$ cat src/rtl/resp_compactor.sv
// resp_compactor: response-capture stage for fault simulation.
// Compares each accepted DUT response against its fault-free value, counts
// mismatches, records the first failing pattern index and, when the macro
// RESP_COMPACTOR_MISR_EN is defined, folds every response into a MISR
// signature. Without that macro the signature output is tied to SEED.
module resp_compactor #(
    parameter int unsigned      WIDTH = 1,
    parameter int unsigned      CNT_W = 16,
    parameter int unsigned      SIG_W = 16,
    parameter logic [SIG_W-1:0] POLY  = 'h1021,
    parameter logic [SIG_W-1:0] SEED  = '0
) (
    input  logic             clk,
    input  logic             rst,
    input  logic             start,
    input  logic             pat_valid,
    input  logic [WIDTH-1:0] resp,
    input  logic [WIDTH-1:0] exp,
    input  logic             last,
    output logic             busy,
    output logic             done,
    output logic             fail,
    output logic [CNT_W-1:0] mismatch_cnt,
    output logic [CNT_W-1:0] pat_idx,
    output logic [CNT_W-1:0] first_fail_idx,
    output logic [SIG_W-1:0] sig
);

    typedef enum logic [1:0] {
        IDLE = 2'd0,
        RUN  = 2'd1,
        DONE = 2'd2
    } state_t;

    state_t           state_q;
    logic             busy_q;
    logic             done_q;
    logic             fail_q;
    logic [CNT_W-1:0] mismatch_cnt_q;
    logic [CNT_W-1:0] pat_idx_q;
    logic [CNT_W-1:0] first_fail_idx_q;

    logic             accept;
    logic             session_start;
    logic             mismatch;
    logic [CNT_W-1:0] pat_idx_d;
    logic [CNT_W-1:0] mismatch_cnt_d;

    // A start is honoured only outside RUN; patterns only count inside RUN.
    assign accept        = (state_q == RUN) && pat_valid;
    assign session_start = (state_q != RUN) && start;
    assign mismatch      = (resp != exp);

    // Saturating increments: counters stick at all-ones instead of wrapping.
    assign pat_idx_d      = (pat_idx_q == '1) ? pat_idx_q : pat_idx_q + CNT_W'(1);
    assign mismatch_cnt_d = (mismatch_cnt_q == '1) ? mismatch_cnt_q
                                                   : mismatch_cnt_q + CNT_W'(1);

    // Session FSM with registered status outputs and the compare/count datapath.
    always_ff @(posedge clk or posedge rst) begin
        if (rst) begin
            state_q          <= IDLE;
            busy_q           <= 1'b0;
            done_q           <= 1'b0;
            fail_q           <= 1'b0;
            mismatch_cnt_q   <= '0;
            pat_idx_q        <= '0;
            first_fail_idx_q <= '0;
        end else begin
            case (state_q)
                IDLE, DONE: begin
                    if (start) begin
                        state_q          <= RUN;
                        busy_q           <= 1'b1;
                        done_q           <= 1'b0;
                        fail_q           <= 1'b0;
                        mismatch_cnt_q   <= '0;
                        pat_idx_q        <= '0;
                        first_fail_idx_q <= '0;
                    end
                end
                RUN: begin
                    if (pat_valid) begin
                        pat_idx_q <= pat_idx_d;
                        if (mismatch) begin
                            mismatch_cnt_q <= mismatch_cnt_d;
                            if (!fail_q) begin
                                fail_q           <= 1'b1;
                                first_fail_idx_q <= pat_idx_q;
                            end
                        end
                        if (last) begin
                            state_q <= DONE;
                            busy_q  <= 1'b0;
                            done_q  <= 1'b1;
                        end
                    end
                end
                default: begin
                    state_q <= IDLE;
                    busy_q  <= 1'b0;
                    done_q  <= 1'b0;
                end
            endcase
        end
    end

`ifdef RESP_COMPACTOR_MISR_EN
    logic [SIG_W-1:0] sig_q;
    logic [SIG_W-1:0] sig_d;

    assign sig_d = {sig_q[SIG_W-2:0], 1'b0}
                 ^ (sig_q[SIG_W-1] ? POLY : '0)
                 ^ SIG_W'(resp);

    // MISR: reseeded by a session start, shifted once per accepted pattern.
    always_ff @(posedge clk or posedge rst) begin
        if (rst) begin
            sig_q <= SEED;
        end else if (session_start) begin
            sig_q <= SEED;
        end else if (accept) begin
            sig_q <= sig_d;
        end
    end

    assign sig = sig_q;
`else
    logic unused_ctl;
    assign unused_ctl = session_start ^ accept;
    assign sig        = SEED;
`endif

    assign busy           = busy_q;
    assign done           = done_q;
    assign fail           = fail_q;
    assign mismatch_cnt   = mismatch_cnt_q;
    assign pat_idx        = pat_idx_q;
    assign first_fail_idx = first_fail_idx_q;

endmodule
$ cat config.mk
export PLATFORM = sky130hd
export DESIGN_NAME = resp_compactor
export DESIGN_NICKNAME = d
export VERILOG_FILES = /design/src/rtl/resp_compactor.sv
export SDC_FILE = /design/constraint.sdc
export NUM_CORES = 1
export LEC_CHECK = 0
export ABC_AREA = 0
export BUFFER_PORTS_ARGS = -buffer_cell sky130_fd_sc_hd__clkbuf_2
export CORE_ASPECT_RATIO = 0.5
export CORE_MARGIN = 4
export CORE_UTILIZATION = 29
export CTS_CLUSTER_DIAMETER = 150
export DETAILED_ROUTE_END_ITERATION = 16
export PLACE_DENSITY_LB_ADDON = 0.05
export SYNTH_ARGS = -nofsm -noshare
export SYNTH_HDL_FRONTEND = slang
export SYNTH_SLANG_ARGS = --single-unit
$ cat constraint.sdc
create_clock -name clk -period 5 [get_ports clk]
set_clock_uncertainty 0.2 [all_clocks]
set_input_delay 0.5 -clock clk [delete_from_list [all_inputs] [get_ports clk]]
set_output_delay 0.5 -clock clk [all_outputs]
set_load 0.02 [all_outputs]
# Word-level counts from Yosys, hierarchy flattened
# Index checks and enable logic that the tools add are counted.
# W data, S select, Z words.
word_totals:
  output_inout_bits: 67
  latchBits: 0
  rom_bits: 0
  ram_bits: 0
  regBits: 53
  memories: 0
  wordCells: 56
  in_bits: 7
classes:
  div: 0
  n_shift: 0
  magnitude_cmp: 0
  eq_ne: 12
  muxes: 27
  reduce_logical: 8
  mul: 0
  n_bitwise: 0
  addsub: 2
op_table:
  columns: ["cell", "count"]
  rows:
  - ["$mux W16", 9]
  - ["$pmux W16 S2", 3]
  - ["$add A16 B1 Y16 const B", 2]
  - ["$eq A16 B16 Y1 const B", 2]
  - ["$ne A2 B2 Y1 const B", 7]
  - ["$reduce_and A5 Y1", 2]
  - ["$mux W1", 8]
  - ["$reduce_and A4 Y1", 2]
  - ["$mux W2", 3]
  - ["$pmux W1 S2", 3]
  - ["$pmux W2 S2", 1]
  - ["$reduce_and A3 Y1", 1]
  - ["$eq A2 B1 Y1 const B", 1]
  - ["$eq A2 B2 Y1 const B", 1]
  - ["$logic_not A2 Y1", 1]
  - ["$reduce_bool A2 Y1", 1]
  - ["$reduce_or A2 Y1", 1]
  - ["$ne A1 B1 Y1", 1]

# Depth between registers and ports, before layout
# Gate-level depths: netlist (run 1).
logic_depth:
  depth_word: 5
  ltp_mapped: 7
  mapped_depth_nobuf: 5

# Least setup slack after synthesis (run 1)
# Ideal clock, no wire load.
synth_timing:
  path_kind: "register -> register"
  from: "reg state_q[1]"
  to: "reg mismatch_cnt_q[11] (netlist: mismatch_cnt[11])"
  arrival_ns: 1.862
  period_less_slack_ns: 2.152
  path_stages_with_launch: 8
  path_buffers: 3
  required_ns: 4.710
  setup_ns: 0.090
  setup_slack_ns: 2.848
  cell_sequence: "dfrtp_1 nand2b_1 buf_2 or4_1 buf_2 o21a_1 buf_6 o221ai_1"
synth_via:
  elab_chain_len: 4
  elab_cells_between_ends: 11
  classes_between: "eq/ne (6); mux (1); reduce/logical (4)"
synth_lines:
  columns: ["item", "line_no", "source"]
  rows:
  - ["start: declaration", "35", "state_t state_q;"]
  - ["start signal: assignment", "62", "state_q <= IDLE;"]
  - ["start signal: assignment", "73", "state_q <= RUN;"]
  - ["start signal: assignment", "93", "state_q <= DONE;"]
  - ["$eq A2 B2 Y1 / $logic_not A2 Y1 (equally long branches)", "70", "case (state_q)"]
  - ["$reduce_or A2 Y1", "70", null]
  - ["$ne A2 B2 Y1 (no source line) / $reduce_bool A2 Y1 (equally long branches)", null, null]
  - ["$reduce_and A5 Y1 (no source line)", null, null]
  - ["end signal: assignment", "86", "mismatch_cnt_q <= mismatch_cnt_d;"]
  - ["end: declaration", "39", "logic [CNT_W-1:0] mismatch_cnt_q;"]
# Several ways; a longest one is shown, not always the timed one.
# A chain may end at the register's enable or synchronous reset.

# Worst setup path after layout (run 1)
layout_timing:
  from: "reg state_q[1]"
  to: "reg first_fail_idx_q[10] (netlist: first_fail_idx[10])"
layout_via:
  elab_chain_len: 4
  elab_cells_between_ends: 11
  classes_between: "eq/ne (6); mux (1); reduce/logical (4)"
layout_lines:
  columns: ["item", "line_no", "source"]
  rows:
  - ["$eq A2 B2 Y1 / $logic_not A2 Y1 (equally long branches)", "70", null]
  - ["$reduce_or A2 Y1", "70", null]
  - ["$ne A2 B2 Y1 (no source line) / $reduce_bool A2 Y1 (equally long branches)", null, null]
  - ["$reduce_and A5 Y1 (no source line)", null, null]
  - ["end signal: assignment", "89", "first_fail_idx_q <= pat_idx_q;"]
  - ["end: declaration", "41", "logic [CNT_W-1:0] first_fail_idx_q;"]
# Several ways; a longest one is shown, not always the timed one.

==> run metrics, run 1 <==
outcome finished clean; clk slew on worst S/H paths 70 ps; top cells by area, synth dfrtp_1, mux2i_1, nand2_1; drt pass-1 iters 4; drt via density 5.03; Worst setup SP type register; Period minus WS final 3000 ps; post-synthesis sequential area ratio between 40 and 50%; Chip Height just under 80 microns; total negative slack 0 ps; Max Cap Violations 0; unrepaired setup endpoints after global routing no; Worst Setup Path Type reg -> reg; Primary FF master, synth dfrtp_1; Syn-to-layout area delta 17.2%; fmax 333 MHz; site row count 25; reg-to-reg setup timing slack ~2000 ps; crit path DAT just under 3000 ps; CTS H-tree depth 2; synth warn 0; core footprint approximately 9600 sq um; crit path capture first_fail_idx[10]; worst flop-to-flop path startpoint state_q[1]; FF-to-FF path depth 4; io pins 74; pins over their slew limit 0; Critical Path Sink Type register; grt ovf 0; Hold Buf Count CTS 0; initial antenna violation count 0; count of final setup violators 0; DRC viols 0; routed wire length per instance 16.1 microns; Async SR Flop Fraction 100%; vias in the first global route 2470; Clk Latency, worst-skew pair between 200 and 300 ps; RePlAce Congestion 0.842; most common cell in the netlist dfrtp_1; clock tree buffer depth 2; FF+latch count, synth 52; Synth area leader dfrtp_1; Final Hold Vio Count 0; Overall Global Routing Usage 14.3%; pwr dens 421 nW/um^2; number of synthesized flops with an enable pin 0; first-pass GRT wire length 13500 microns; Total Routed Length 8000 microns; most frequent cells after synthesis dfrtp_1, nand2_1, inv_1; die width 150 microns; violation count after the first detailed-route iteration 182; class of the worst hold path in -> async; layout cell share with drive strength beyond 1 21.8%; final period utilization approximately three fifths; Port Buffer Count 57; syn avg cell area ~9.4 sq um; VDD IR max 173 uV; Antenna diodes 0; TritonCTS clock tree yes; Leak approximately 1.6 nW; Worst-Margin Slew around 880 ps; CTS buffer count 5; post-synthesis cell count 309; # resized after CTS 0; Overall Power 1.44 mW; Setup crit start state_q[1]; CTS sink count between 50 and 60; post-synthesis cell area 2920 sq um; post-route ant nets 0; worst-path fanout max 17; Die ar. 11800 sq um; Synth top area share 44.6%; HPWL after DPL 5660 microns; CTS root buffer clkbuf_16; FF-to-FF End first_fail_idx[10]; Unique masters post-synth 50; Initial Utilization 30.3%; setup bufs post-CTS 0; nets@finish 371; largest net degree at the start of global routing 53; Vias between 2000 and 3000; Req. time, crit path 4970 ps; Slew HR 41.5%
[sequential cells by signal (all words and copies together) (netlist names)]
register        cells
first_fail_idx     16
mismatch_cnt       16
pat_idx            16
state_q             2
busy                1
fail                1
[power breakdown]
group          switching (mW)  leakage (nW)  internal [mW]
sequential             0.0829         0.711          0.481
clock                   0.149        0.0712          0.200
combinational           0.355         0.831          0.173
total                   0.587          1.61          0.855
[layer usage]
layer  vias to the layer above  part of all wire (%)  global-route usage [%]
li1                       1214                     -                       -
met1                      1201                    48                    19.5
met2                        81                    45                    22.8
met3                         9                   6.6                    3.82
met4                         0                  0.98                    3.19
met5                         -                     0                       0
[cell usage in the layout (no fill, tap or decap), types with 4 or more instances in the layout]
cell       instances
mux2i_1           13
and4_1             6
a31oi_1           10
a21oi_1            4
nand3_1           13
o22a_1             6
a21o_1             5
conb_1            16
and3_1             4
nor4_1             6
nor3_1            10
nand4_1           10
and2_1             8
nand2_1           33
o21ai_0            7
clkbuf_2          57
dfrtp_1           52
a41oi_1            5
a221o_1            6
nor2_1            14
mux2_2             6
nand2b_1           5
clkbuf_16          5
inv_1             17
[stage by stage]
stage	utilization, %	std cells	worst slack (ps)	area [sq um]	hold slack [ps]
3_3_place_gp	34.0	490	1970	3270	292
3_5_place_dp	34.0	490	1870	3270	300
6_report	35.5	498	2000	3420	177
2_1_floorplan	-	324	2850	2980	279
4_1_cts	35.5	498	1980	3420	210
5_1_grt	35.5	498	1810	3420	224
[worst max-delay path, cell delays in order, from the launching register on]
cell,delay [ps]
dfrtp_1,420
nand3b_1,600
o21ai_2,540
nand2_1,620
mux2_2,490
[kinds of logic after synthesis]
logic type / synth area share, %
muxes: 6.77
and+or+nand+nor: 22.3
xor gates and xnor gates: 0.300
DFF: 44.6
adders and majority gates: 0.857
other: 0.128
AOI/OAI and AO/OA: 16.5
buffers and inverters: 8.49
[area by class of cell]
type	instances	area, sq um
multi-input combinational	225	1430
fill	1042	6210
sequential	52	1300
clock buffer	8	146
tap	135	169
timing repair buffer	60	308
inverter	18	67.6
[worst min path at each step]
stage	endpoint	slack, ps	cells past startpoint	startpoint
2_1_floorplan	busy	280	1	state_q[0]
3_3_place_gp	first_fail_idx[6]	290	1	first_fail_idx[6]
3_5_place_dp	first_fail_idx[1]	300	1	first_fail_idx[1]
4_1_cts	mismatch_cnt[8]	210	3	rst
5_1_grt	state_q[1]	220	2	start
6_report	mismatch_cnt[8]	180	3	rst
No activity file was read; power rests on OpenSTA's default activity.
==> run 2, diff against run 1 <==
- clock period: 5 -> 2.49 ns (I/O delays scaled with it)
==> run metrics, run 2 (synthesis gave the netlist of run 1 again) <==
CTS H-tree depth 2; site row count 25; Finished Layout Cells 508; CTS root buffer clkbuf_16; io pins 74; Slew HR a little over half; Inst Count DP 499; die width approximately 150 microns; CTS sink count 52; Syn-to-layout area delta 19.8%; Leak 1.66 nW; outcome finished clean; nets@finish 382; TritonCTS clock tree yes; Max Cap Violations 0; class of the worst hold path in -> reg; met3 Use GR 3.88%; Chip Height 78.9 microns; CTS buffer count 5; filler cell count about 1000; Port Buffer Count 57; Worst setup SP type register; met2 global-route usage 23.2%; routed wire length per instance 16.0 microns; drt via density 5.03; violation count after the first detailed-route iteration roughly 180; Clk Latency, worst-skew pair 290 ps; clk slew on worst S/H paths 70 ps; Final Hold Vio Count 0; post-route ant nets 0; Global Route met1 Usage 18.9%; # resized after CTS 0; initial antenna violation count 0; pwr dens 835 nW/um^2; core footprint 9630 sq um; total negative slack 0 ps; highest-count cells in the layout ignoring fill and taps clkbuf_2, dfrtp_1, nand2_1; first-pass GRT wire length roughly 13000 microns; final period utilization between 80% and 90%; Die ar. 11800 sq um; crit path DAT 2200 ps; clock tree buffer depth 2; Worst Setup Path Type reg -> reg; layout cell share with drive strength beyond 1 23.6%; vias in the first global route between 2000 and 2500; Worst-Margin Slew 694 ps; DRC viols 0; fmax between 400 and 500 MHz; Initial Utilization 30.3%; Critical Path Sink Type register; HPWL after DPL 5870 microns; GRT Max-Usage Layer met2; largest net degree at the start of global routing 53; count of final setup violators 0; Vias 2557; VDD IR max around 290 uV; Total Routed Length 8110 microns; commonest non-fill, non-tap cell in the layout clkbuf_2; Antenna diodes 0; Req. time, crit path roughly 2500 ps; Overall Global Routing Usage 14.2%; Period minus WS final 2200 ps; pins over their slew limit 0; worst-path fanout max 9; unrepaired setup endpoints after global routing no; RePlAce Congestion 0.787; drt pass-1 iters 5; grt ovf 0
## run 2: final timing paths
kind,start,end,slack (ps),cells after the start
max,state_q[1],mismatch_cnt[11],290,4
min,last,state_q[0],60,4
max reg2reg,state_q[1],mismatch_cnt[11],290,4
min reg2reg,first_fail_idx[1],first_fail_idx[1],300,1
max in group asynchronous,rst,mismatch_cnt[6],1140,4
min in group asynchronous,rst,fail,490,4
## run 2: layout make-up
type | instances | area, sq um | area share [%]
multi-input cells | 225 | 1430 | 40.9
flip-flops and latches | 52 | 1300 | 37.2
repair buffers | 71 | 395 | 11.3
well taps | 135 | 169 | 4.83
clock buffers | 6 | 129 | 3.69
inverters | 18 | 67.6 | 1.93
clock inverters | 1 | 5.00 | 0.143
## run 2: worst max-delay path, stage by stage (launching register included)
cell	delay (ps)
dfrtp_1	420
nand2b_1	190
or4_1	680
o21a_1	390
o221ai_1	230
## run 2: power by group
group	total (mW)	internal (mW)	switching, mW
registers	1.14	0.966	0.170
logic	1.11	0.393	0.713
clock network	0.679	0.367	0.312
## run 2: repair_timing
item	in CTS	in global routing
endpoints found under the setup margin	0	0
hold buffers	2	0
hold endpoints to repair	53	0
buffers inserted	0	0
## run 2: per-layer routing
layer | vias up | routed length [microns]
met4 | 0 | 80
met2 | 86 | 3620
met1 | 1224 | 3880
li1 | 1241 | -
met3 | 6 | 532
met5 | - | 0
## run 2: per-stage QoR
| step | utilization, % | setup WS [ps] | hold WS (ps) | area [sq um] | power (mW) |
|---|---|---|---|---|---|
| 2_1_floorplan | - | 338 | 138 | 2980 | 1.89 |
| 3_3_place_gp | 34.7 | 355 | 271 | 3340 | 2.27 |
| 3_5_place_dp | 34.7 | 324 | 275 | 3340 | 2.28 |
| 4_1_cts | 36.3 | 316 | 51.5 | 3500 | 2.98 |
| 5_1_grt | 36.3 | 145 | 70.9 | 3500 | 3.12 |
| 6_report | 36.3 | 294 | 56.0 | 3500 | 2.92 |
